--- src/rtl/count_disp_pkg.sv ---
// Shared types, 7-segment patterns and helpers for the BCD display slice.
`timescale 1ns/1ps
package count_disp_pkg;

   typedef enum logic [1:0] {
      IDLE  = 2'd0,
      SHIFT = 2'd1,
      DONE  = 2'd2
   } state_t;

   // Segment order {g,f,e,d,c,b,a}, active-high.
   localparam logic [6:0] SEG_0     = 7'h3F;
   localparam logic [6:0] SEG_1     = 7'h06;
   localparam logic [6:0] SEG_2     = 7'h5B;
   localparam logic [6:0] SEG_3     = 7'h4F;
   localparam logic [6:0] SEG_4     = 7'h66;
   localparam logic [6:0] SEG_5     = 7'h6D;
   localparam logic [6:0] SEG_6     = 7'h7D;
   localparam logic [6:0] SEG_7     = 7'h07;
   localparam logic [6:0] SEG_8     = 7'h7F;
   localparam logic [6:0] SEG_9     = 7'h6F;
   localparam logic [6:0] SEG_BLANK = 7'h00;

   function automatic logic [6:0] seg7_of(input logic [3:0] nib);
      logic [6:0] s;
      case (nib)
         4'd0:    s = SEG_0;
         4'd1:    s = SEG_1;
         4'd2:    s = SEG_2;
         4'd3:    s = SEG_3;
         4'd4:    s = SEG_4;
         4'd5:    s = SEG_5;
         4'd6:    s = SEG_6;
         4'd7:    s = SEG_7;
         4'd8:    s = SEG_8;
         4'd9:    s = SEG_9;
         default: s = SEG_BLANK;
      endcase
      return s;
   endfunction

   // Decimal digits needed to hold the largest WIDTH-bit value.
   function automatic int digits_needed(input int width);
      longint unsigned v;
      int n;
      v = (64'd1 << width) - 64'd1;
      n = 1;
      while (v >= 64'd10) begin
         v = v / 64'd10;
         n = n + 1;
      end
      return n;
   endfunction

endpackage

--- src/rtl/bin2bcd_serial.sv ---
// Serial double-dabble converter: one add-3/shift step per clock, WIDTH steps per value.
// Handshake: a value transfers on a rising edge where in_valid && ready; in_valid while busy is dropped.
`timescale 1ns/1ps
module bin2bcd_serial
   import count_disp_pkg::*;
#(
   parameter int WIDTH  = 10,
   parameter int DIGITS = 4
) (
   input  logic                  clk,
   input  logic                  rst,
   input  logic                  in_valid,
   input  logic [WIDTH-1:0]      in_value,
   output logic [4*DIGITS-1:0]   bcd_out,
   output logic                  bcd_valid,
   output state_t                state
);

   localparam int CW = $clog2(WIDTH + 1);

   logic [CW-1:0]       cnt;
   logic [WIDTH-1:0]    bin_q;
   logic [4*DIGITS-1:0] acc_q;
   logic [4*DIGITS-1:0] acc_adj;
   logic                ready;

   assign ready = (state == IDLE);

   always_comb begin
      acc_adj = acc_q;
      for (int i = 0; i < DIGITS; i++) begin
         if (acc_q[4*i +: 4] >= 4'd5) acc_adj[4*i +: 4] = acc_q[4*i +: 4] + 4'd3;
      end
   end

   always_ff @(posedge clk) begin
      if (!rst) begin
         state     <= IDLE;
         bcd_out   <= '0;
         bcd_valid <= 1'b0;
         cnt       <= '0;
         bin_q     <= '0;
         acc_q     <= '0;
      end else begin
         bcd_valid <= 1'b0;
         case (state)
            IDLE: begin
               if (in_valid && ready) begin
                  bin_q <= in_value;
                  acc_q <= '0;
                  cnt   <= CW'(WIDTH);
                  state <= SHIFT;
               end
            end
            SHIFT: begin
               {acc_q, bin_q} <= {acc_adj, bin_q} << 1;
               cnt <= cnt - CW'(1);
               if (cnt == CW'(1)) state <= DONE;
            end
            DONE: begin
               bcd_out   <= acc_q;
               bcd_valid <= 1'b1;
               state     <= IDLE;
            end
            default: state <= IDLE;
         endcase
      end
   end

endmodule

--- src/rtl/count_bcd_display.sv ---
// Binary count to packed BCD plus a time-multiplexed 7-segment driver with leading-zero blanking.
`timescale 1ns/1ps
module count_bcd_display
   import count_disp_pkg::*;
#(
   parameter int WIDTH    = 10,
   parameter int DIGITS   = 4,
   parameter int SCAN_DIV = 1024,
   parameter int BLANK_LZ = 1
) (
   input  logic                  clk,
   input  logic                  rst,
   input  logic                  in_valid,
   output logic                  in_ready,
   input  logic [WIDTH-1:0]      in_value,
   output logic                  bcd_valid,
   output logic [4*DIGITS-1:0]   bcd_out,
   output logic [6:0]            seg,
   output logic [DIGITS-1:0]     dig_en
);

   localparam int PW = (SCAN_DIV > 1) ? $clog2(SCAN_DIV) : 1;
   localparam int IW = (DIGITS > 1) ? $clog2(DIGITS) : 1;

   if (digits_needed(WIDTH) > DIGITS) begin : g_width_check
      $error("count_bcd_display: DIGITS too small for WIDTH");
   end

   state_t        conv_state;
   logic [PW-1:0] presc;
   logic [IW-1:0] idx;
   logic          wrap;
   logic [3:0]    nib;
   logic          lz_run;
   logic          blank;

   bin2bcd_serial #(
      .WIDTH  (WIDTH),
      .DIGITS (DIGITS)
   ) u_conv (
      .clk       (clk),
      .rst       (rst),
      .in_valid  (in_valid),
      .in_value  (in_value),
      .bcd_out   (bcd_out),
      .bcd_valid (bcd_valid),
      .state     (conv_state)
   );

   assign in_ready = (conv_state == IDLE);
   assign wrap     = (presc == PW'(SCAN_DIV - 1));

   always_ff @(posedge clk) begin
      if (!rst) begin
         presc  <= '0;
         idx    <= '0;
         dig_en <= DIGITS'(1);
      end else begin
         presc <= wrap ? '0 : presc + PW'(1);
         if (wrap) begin
            if (idx == IW'(DIGITS - 1)) begin
               idx    <= '0;
               dig_en <= DIGITS'(1);
            end else begin
               idx    <= idx + IW'(1);
               dig_en <= dig_en << 1;
            end
         end
      end
   end

   // Decode straight from bcd_out so a result landing on a scan wrap is shown at once.
   always_comb begin
      nib    = '0;
      lz_run = 1'b1;
      blank  = 1'b0;
      for (int i = 0; i < DIGITS; i++) begin
         if (idx == IW'(i)) nib = bcd_out[4*i +: 4];
      end
      for (int i = DIGITS - 1; i >= 1; i--) begin
         lz_run = lz_run && (bcd_out[4*i +: 4] == 4'd0);
         if (idx == IW'(i)) blank = lz_run;
      end
      seg = ((BLANK_LZ != 0) && blank) ? SEG_BLANK : seg7_of(nib);
   end

endmodule

--- config.mk ---
export PLATFORM = sky130hd
export DESIGN_NAME = count_bcd_display
export DESIGN_NICKNAME = d
export VERILOG_FILES = /design/src/rtl/count_disp_pkg.sv /design/src/rtl/bin2bcd_serial.sv /design/src/rtl/count_bcd_display.sv
export SDC_FILE = /design/constraint.sdc
export NUM_CORES = 1
export LEC_CHECK = 0
export ABC_CLOCK_PERIOD_IN_PS = 2400
export CORE_ASPECT_RATIO = 0.6
export CORE_MARGIN = 4
export CORE_UTILIZATION = 57
export CTS_CLUSTER_SIZE = 12
export DETAILED_ROUTE_END_ITERATION = 7
export DONT_BUFFER_PORTS = 1
export GPL_TIMING_DRIVEN = 1
export HOLD_SLACK_MARGIN = 0.12
export PLACE_DENSITY_LB_ADDON = 0.12
export RECOVER_POWER = 100
export SLEW_MARGIN = 20
export SYNTH_ARGS = -nofsm -noshare
export SYNTH_HDL_FRONTEND = slang
export SYNTH_SLANG_ARGS = --single-unit
--- constraint.sdc ---
create_clock -name clk -period 2.4 [get_ports clk]
set_clock_uncertainty 0.15 [all_clocks]
set_input_delay 0.48 -clock clk [delete_from_list [all_inputs] [get_ports clk]]
set_output_delay 0.48 -clock clk [all_outputs]
set_load 0.02 [all_outputs]
### Word-level counts from Yosys, hierarchy flattened

Memories as Yosys holds them, arrays and structs flattened.
Index checks and enable logic that the tools add are counted.

* flip-flop bits (word level): 65
* memories: 1
* output and inout bits: 29
* ROM bits: 112
* word-level logic and storage cells: 67

Memory list
* (name not given): depth 16, bits a word 7, read ports 1, clocked after memory_dff 0, wr ports 0, RTL line count_disp_pkg.sv:26 `case (nib)`

* add/sub/neg operators: 7
* equality and inequality tests: 9
* reduce and logical (&&, ||, !) cells: 12
* $lt $le $gt $ge: 4
* muxes and demuxes: 24
* bitwise logic cells: 1

Operator list (number)
* 4-bit two-way mux: 9
* 16-bit one-hot mux with 2 select lines: 1
* 10-bit one-hot mux with 2 select lines: 1
* 4-bit by 3-bit >= comparator with 1-bit output, second input constant: 4
* 16-bit two-way mux: 1
* 4-bit by 2-bit adder with 4-bit output, second input constant: 3
* 4-bit logical NOT: 3
* 10-bit by 1-bit adder with 10-bit output, second input constant: 1
* 10-bit equality test, second input constant: 1
* 10-bit two-way mux: 1
* 4-bit one-hot mux with 2 select lines: 1
* 7-bit two-way mux: 1
* 2-bit equality test, second input constant: 3
* 2-bit two-way mux: 3
* 2-bit by 1-bit equality test with 1-bit output, second input constant: 2
* 4-bit by 1-bit equality test with 1-bit output, second input constant: 1
* 2-bit logical NOT: 2
* 1-bit two-way mux: 4
* 2-bit one-hot mux with 2 select lines: 1
* 2-bit AND reduction: 2
* 4-bit by 1-bit subtractor with 4-bit output, second input constant: 1
* 3-bit by 2-bit adder with 3-bit output, second input constant: 1
* 1-bit logical AND: 3
* 3-bit two-way mux: 1
* 6 further kinds: 6

### Depth between registers and ports, before layout

An unclocked memory read counts as a cell.

* word-level depth: 7
* mapped depth: 11
* gate-level depth less buffers: 10

### Hierarchy

From an unflattened synthesis, not the netlist that was laid out.

* cell total of the unflattened synthesis: 386
* area total of the unflattened synthesis: 3285.7 µm²

By module, submodules not included
* bin2bcd_serial: area an instance 2147.1 µm², times used 1, seq. area each 980.9 µm², cells each 251
* count_bcd_display: area an instance 1138.6 µm², times used 1, seq. area each 320.3 µm², cells each 135

### Worst setup path after synthesis

No wires, ideal clock.

* path kind: register to output
* from: register idx[0]
* to: output port seg[3]
* required time: 1.770 ns
* slack: -0.279 ns
* cell stages (with the launch flop): 11
* arrival time: 2.049 ns
* buffers on the path: 0
* cells stage by stage: dfxtp_1 inv_1 ha_1 nor2b_1 o21ai_0 nand2_1 inv_1 ha_1 nor2_1 o21ai_0 a21oi_1

* cells in the longest elaborated chain, start to end: 7
* elaborated cells on any way between the ends: 13
* those cells by class: eq/ne: 3; mux: 8; reduce/logical: 1; memory: 1

RTL lines
* start, declared: RTL line count_bcd_display.sv:31 `logic [IW-1:0] idx;`
* start signal, assigned: RTL line count_bcd_display.sv:65 `idx <= idx + IW'(1);`
* 2-bit logical NOT: RTL line count_bcd_display.sv:78 `if (idx == IW'(i)) nib = bcd_out[4*i +: 4];`
* 4-bit two-way mux (4 in a row): RTL line count_bcd_display.sv:78
* memory 16 x 7 bit
* 7-bit two-way mux *: RTL line count_bcd_display.sv:84 `seg = ((BLANK_LZ != 0) && blank) ? SEG_BLANK : seg7_of(nib);`
* end, declared: RTL line count_bcd_display.sv:18 `output logic [6:0] seg,`

Mark *: on every way between the ends. The rest lies on a longest branch, timed or not.

### Worst setup path after layout

* from: register idx[0]
* to: output port seg[0]

Same word-level chain as after synthesis.

==> impl_metrics.py <==
metrics = {
    "worst_setup_path": {
        "critPathLaunchType": "flop",
        "r2r-start": "u_conv.state[1]$_SDFFE_PN0P_",
        "r2r_end": "u_conv.acc_q[15]$_SDFFE_PN0P_",
        "crit_chain": "inv_4 > ha_4 > nand2_2 > o211ai_1 > nand2_2 > buf_4 > ha_1 > nor2_2 > o21ai_1 > a21oi_2",
        "crit_path_top_delay_cell": "dfxtp_4",
        "cp.depth": 10,
        "path_delay_family": "compound AO/OA/AOI/OAI gates",
        "required_ns": 1.77,
        "max_stage_delay_ns": 0.38,
        "end_kind": "output port",
        "worst-path-max-fanout": 5,
        "cp.arrival_ns": 2.23,
        "crit_top_cell": "nand2_2",
        "path_buf_inv": 2,
        "path_class": "flop to output port",
        "r2r_slack_ns": 0.21,
        "r2r_cells": 4,
    },
    "drt": {
        "drt_pre_antenna_iters": 4,
        "final_antenna_net_count": 0,
        "vias": 2977,
        "wirelength_um": 8400,
        "avgViaCountPerCell": 5.617,
        "drc": 0,
        "wl_per_cell_um": 15.85,
        "drtIter0Drc": 240,
    },
    "sta": {
        "hold_viol_final": 0,
        "fin_ws_ns": -0.4593,
        "finalCriticalPeriod_ns": 2.859,
        "slew_headroom_pct": 8.450,
        "timing.hold.ws_ns": 0.1426,
        "rsz0062_at_grt": "yes",
        "min_period_over_period_pct": 119.1,
        "fmax_mhz": 349.7,
        "setup_violations": 7,
        "tns_ns": -2.923,
        "max_slew.worst_pin.slew_ns": 1.372,
        "drv_slew": 0,
    },
    "pwr": {
        "max-vdd-ir-drop_v": 0.0003518,
        "p_per_area_mw_per_mm2": 541.6,
        "p_leak_nw": 1.519,
    },
    "synth": {
        "yosysWarnings": 0,
        "ys_ff_latch": 65,
        "syn-num-nets": 445,
        "yosysMostFrequentCell": "dfxtp_1",
        "ys_seq_area_share_pct": 39.13,
        "synthTopCellsByArea": "dfxtp_1 39%, a21oi_1 7.8%, ha_1 7.5%",
        "synthArstFlopShare_pct": 0,
        "synth_top_area_share_pct": 39.13,
        "syn_area_mm2": 0.003326,
        "synth_area_per_cell_um2": 8.072,
        "ys_top_cells_by_count": "65 x dfxtp_1, 55 x nand2_1, 52 x a21oi_1, 44 x nor2_1, 21 x o21ai_0",
        "yosysTopAreaCell": "dfxtp_1",
        "synthDistinctLibCells": 38,
        "ys.flop_type": "dfxtp_1",
        "synth_enable_flop_cells": 0,
        "netlist_instances": 412,
    },
    "clock_network": {
        "cts_root_buf": "clkbuf_8",
        "tritoncts": "built",
        "clock_path_buffers": 2,
        "numCtsBuffers": 9,
        "cts_sinks": 65,
        "insertion_delay_ns": 0.34,
        "cts.clk_slew.worst_paths_ns": 0.07,
        "cts_max_level": 3,
    },
    "worst_hold_path": {
        "min_path_type": "input pin to flop",
        "worstHoldStart": "rst",
        "hold_end": "u_conv.bin_q[7]$_SDFFE_PN0P_",
        "worstHoldPathCells": 1,
    },
    "die": {
        "ioPinCount": 42,
        "fp.dieW_um": 106.6,
        "core_mm2": 0.005623,
        "die_y_um": 67.17,
        "rows": 21,
        "fp.dieArea_mm2": 0.007160,
        "start_util_pct": 59.15,
    },
    "finish": {
        "fill_cells": 457,
        "drive_gt1_share_pct": 20.89,
        "fin_nets": 478,
        "areaGrowthSynthToFinish_pct": 21.63,
        "diodes": 0,
        "final_cell_area_mm2": 0.004045,
        "fin_cells": 530,
        "final_util_pct": 71.94,
    },
    "outcome": {
        "status": "finished with violations",
        "violations": "negative setup slack",
    },
    "place": {
        "place.port_buffers": 0,
        "place_area_mm2": 0.003610,
        "gp_congestion": 0.8294,
        "hpwl_um": 5224,
        "numPlacedInstances": 502,
    },
    "global_route": {
        "grt_pass1_vias": 2720,
        "grt_usage_pct": 23.05,
        "overflow": 0,
        "grt_max_degree": 46,
        "antenna_found_initial": 0,
        "grt_pass1_wl_um": 13050,
    },
    "flow_run": {
        "drv_cap": 0,
    },
}
==> area by class of cell <==
cell class / count / area [um2] / area share [%]
sequential: 65 / 1309 / 32.35
multi-input combinational: 306 / 2047 / 50.60
tap: 80 / 100.1 / 2.474
timing repair buffer: 47 / 325.3 / 8.042
clock buffer: 11 / 141.4 / 3.495
inverter: 16 / 67.56 / 1.670
clock inverter: 5 / 55.05 / 1.361
==> what timing repair did <==
action,in CTS,in global routing
endpoints found under the hold margin,5,1
resized for setup,24,30
hold buffers,1,1
buffers inserted,7,4
pin swaps,8,18
endpoints found under the setup margin,7,7
==> state kept, by name, summed over array words and instances (netlist names) <==
name,cells
idx,2
u_conv.state,2
u_conv.acc_q,16
presc,10
u_conv.bcd_valid,1
u_conv.cnt,4
u_conv.bcd_out,16
dig_en,4
u_conv.bin_q,10
==> kinds of logic after synthesis <==
group,Yosys count,synth area share [%]
multiplexers,9,2.822
buffers and inverters,41,5.267
adder cells (fa/ha/maj),20,7.524
flip-flops,65,39.13
AND/OR/NAND/NOR,164,23.59
AO/OA/AOI/OAI,101,18.51
XOR/XNOR,12,3.160
==> through the flow <==
step           setup slack [ns]  power (mW)
2_1_floorplan          -0.01184       1.269
3_3_place_gp           -0.07786       1.286
3_5_place_dp            -0.1828       1.290
4_1_cts                 -0.4020       2.209
5_1_grt                 -0.5689       2.283
6_report                -0.4593       2.191
==> layout by cell type (no fill, tap or decap), drive strengths merged <==
cell type,n
dfxtp,65
nand2,55
a21oi,52
nor2,44
buf,28
clkbuf,28
o21ai,21
ha,20
inv,16
nor2b,15
a22oi,9
o221a,9
nand3,8
nand2b,8
nor3,8
xor2,7
nor3b,6
mux2i,6
xnor2,5
and3,4
and2,4
o211ai,3
nor4,3
mux2,3
a211oi,3
nand3b,3
nand4,2
or3,2
clkinv,2
clkinvlp,2
dlygate4sd3,2
a211o,1
a31o,1
a21bo,1
or2,1
a221oi,1
and4,1
bufinv,1
==> per-layer routing <==
| layer | global-route usage (%) | routed length (um) | vias up |
|---|---|---|---|
| li1 | - | - | 1480 |
| met5 | 0 | 0 | - |
| met2 | 36.99 | 3863 | 80 |
| met3 | 5.922 | 442 | 8 |
| met1 | 31.06 | 4005 | 1409 |
| met4 | 6.699 | 88 | 0 |
==> where the power goes <==
group	switching, mW	internal, mW	total (mW)
Sequential	0.0213	1.11	1.13
Clock	0.417	0.505	0.921
Combinational	0.0860	0.0567	0.143
==> how the worst max path moves through the flow <==
stage,start,endpoint
CTS,idx[0]$_SDFFE_PN0P_,seg[6]
floorplan,idx[0]$_SDFFE_PN0P_,seg[0]
detailed placement,idx[0]$_SDFFE_PN0P_,seg[5]
global placement,idx[1]$_SDFFE_PN0P_,seg[5]
global route,idx[1]$_SDFFE_PN0P_,seg[0]
finish,idx[0]$_SDFFE_PN0P_,seg[0]
(Power assumes the default switching activity.)
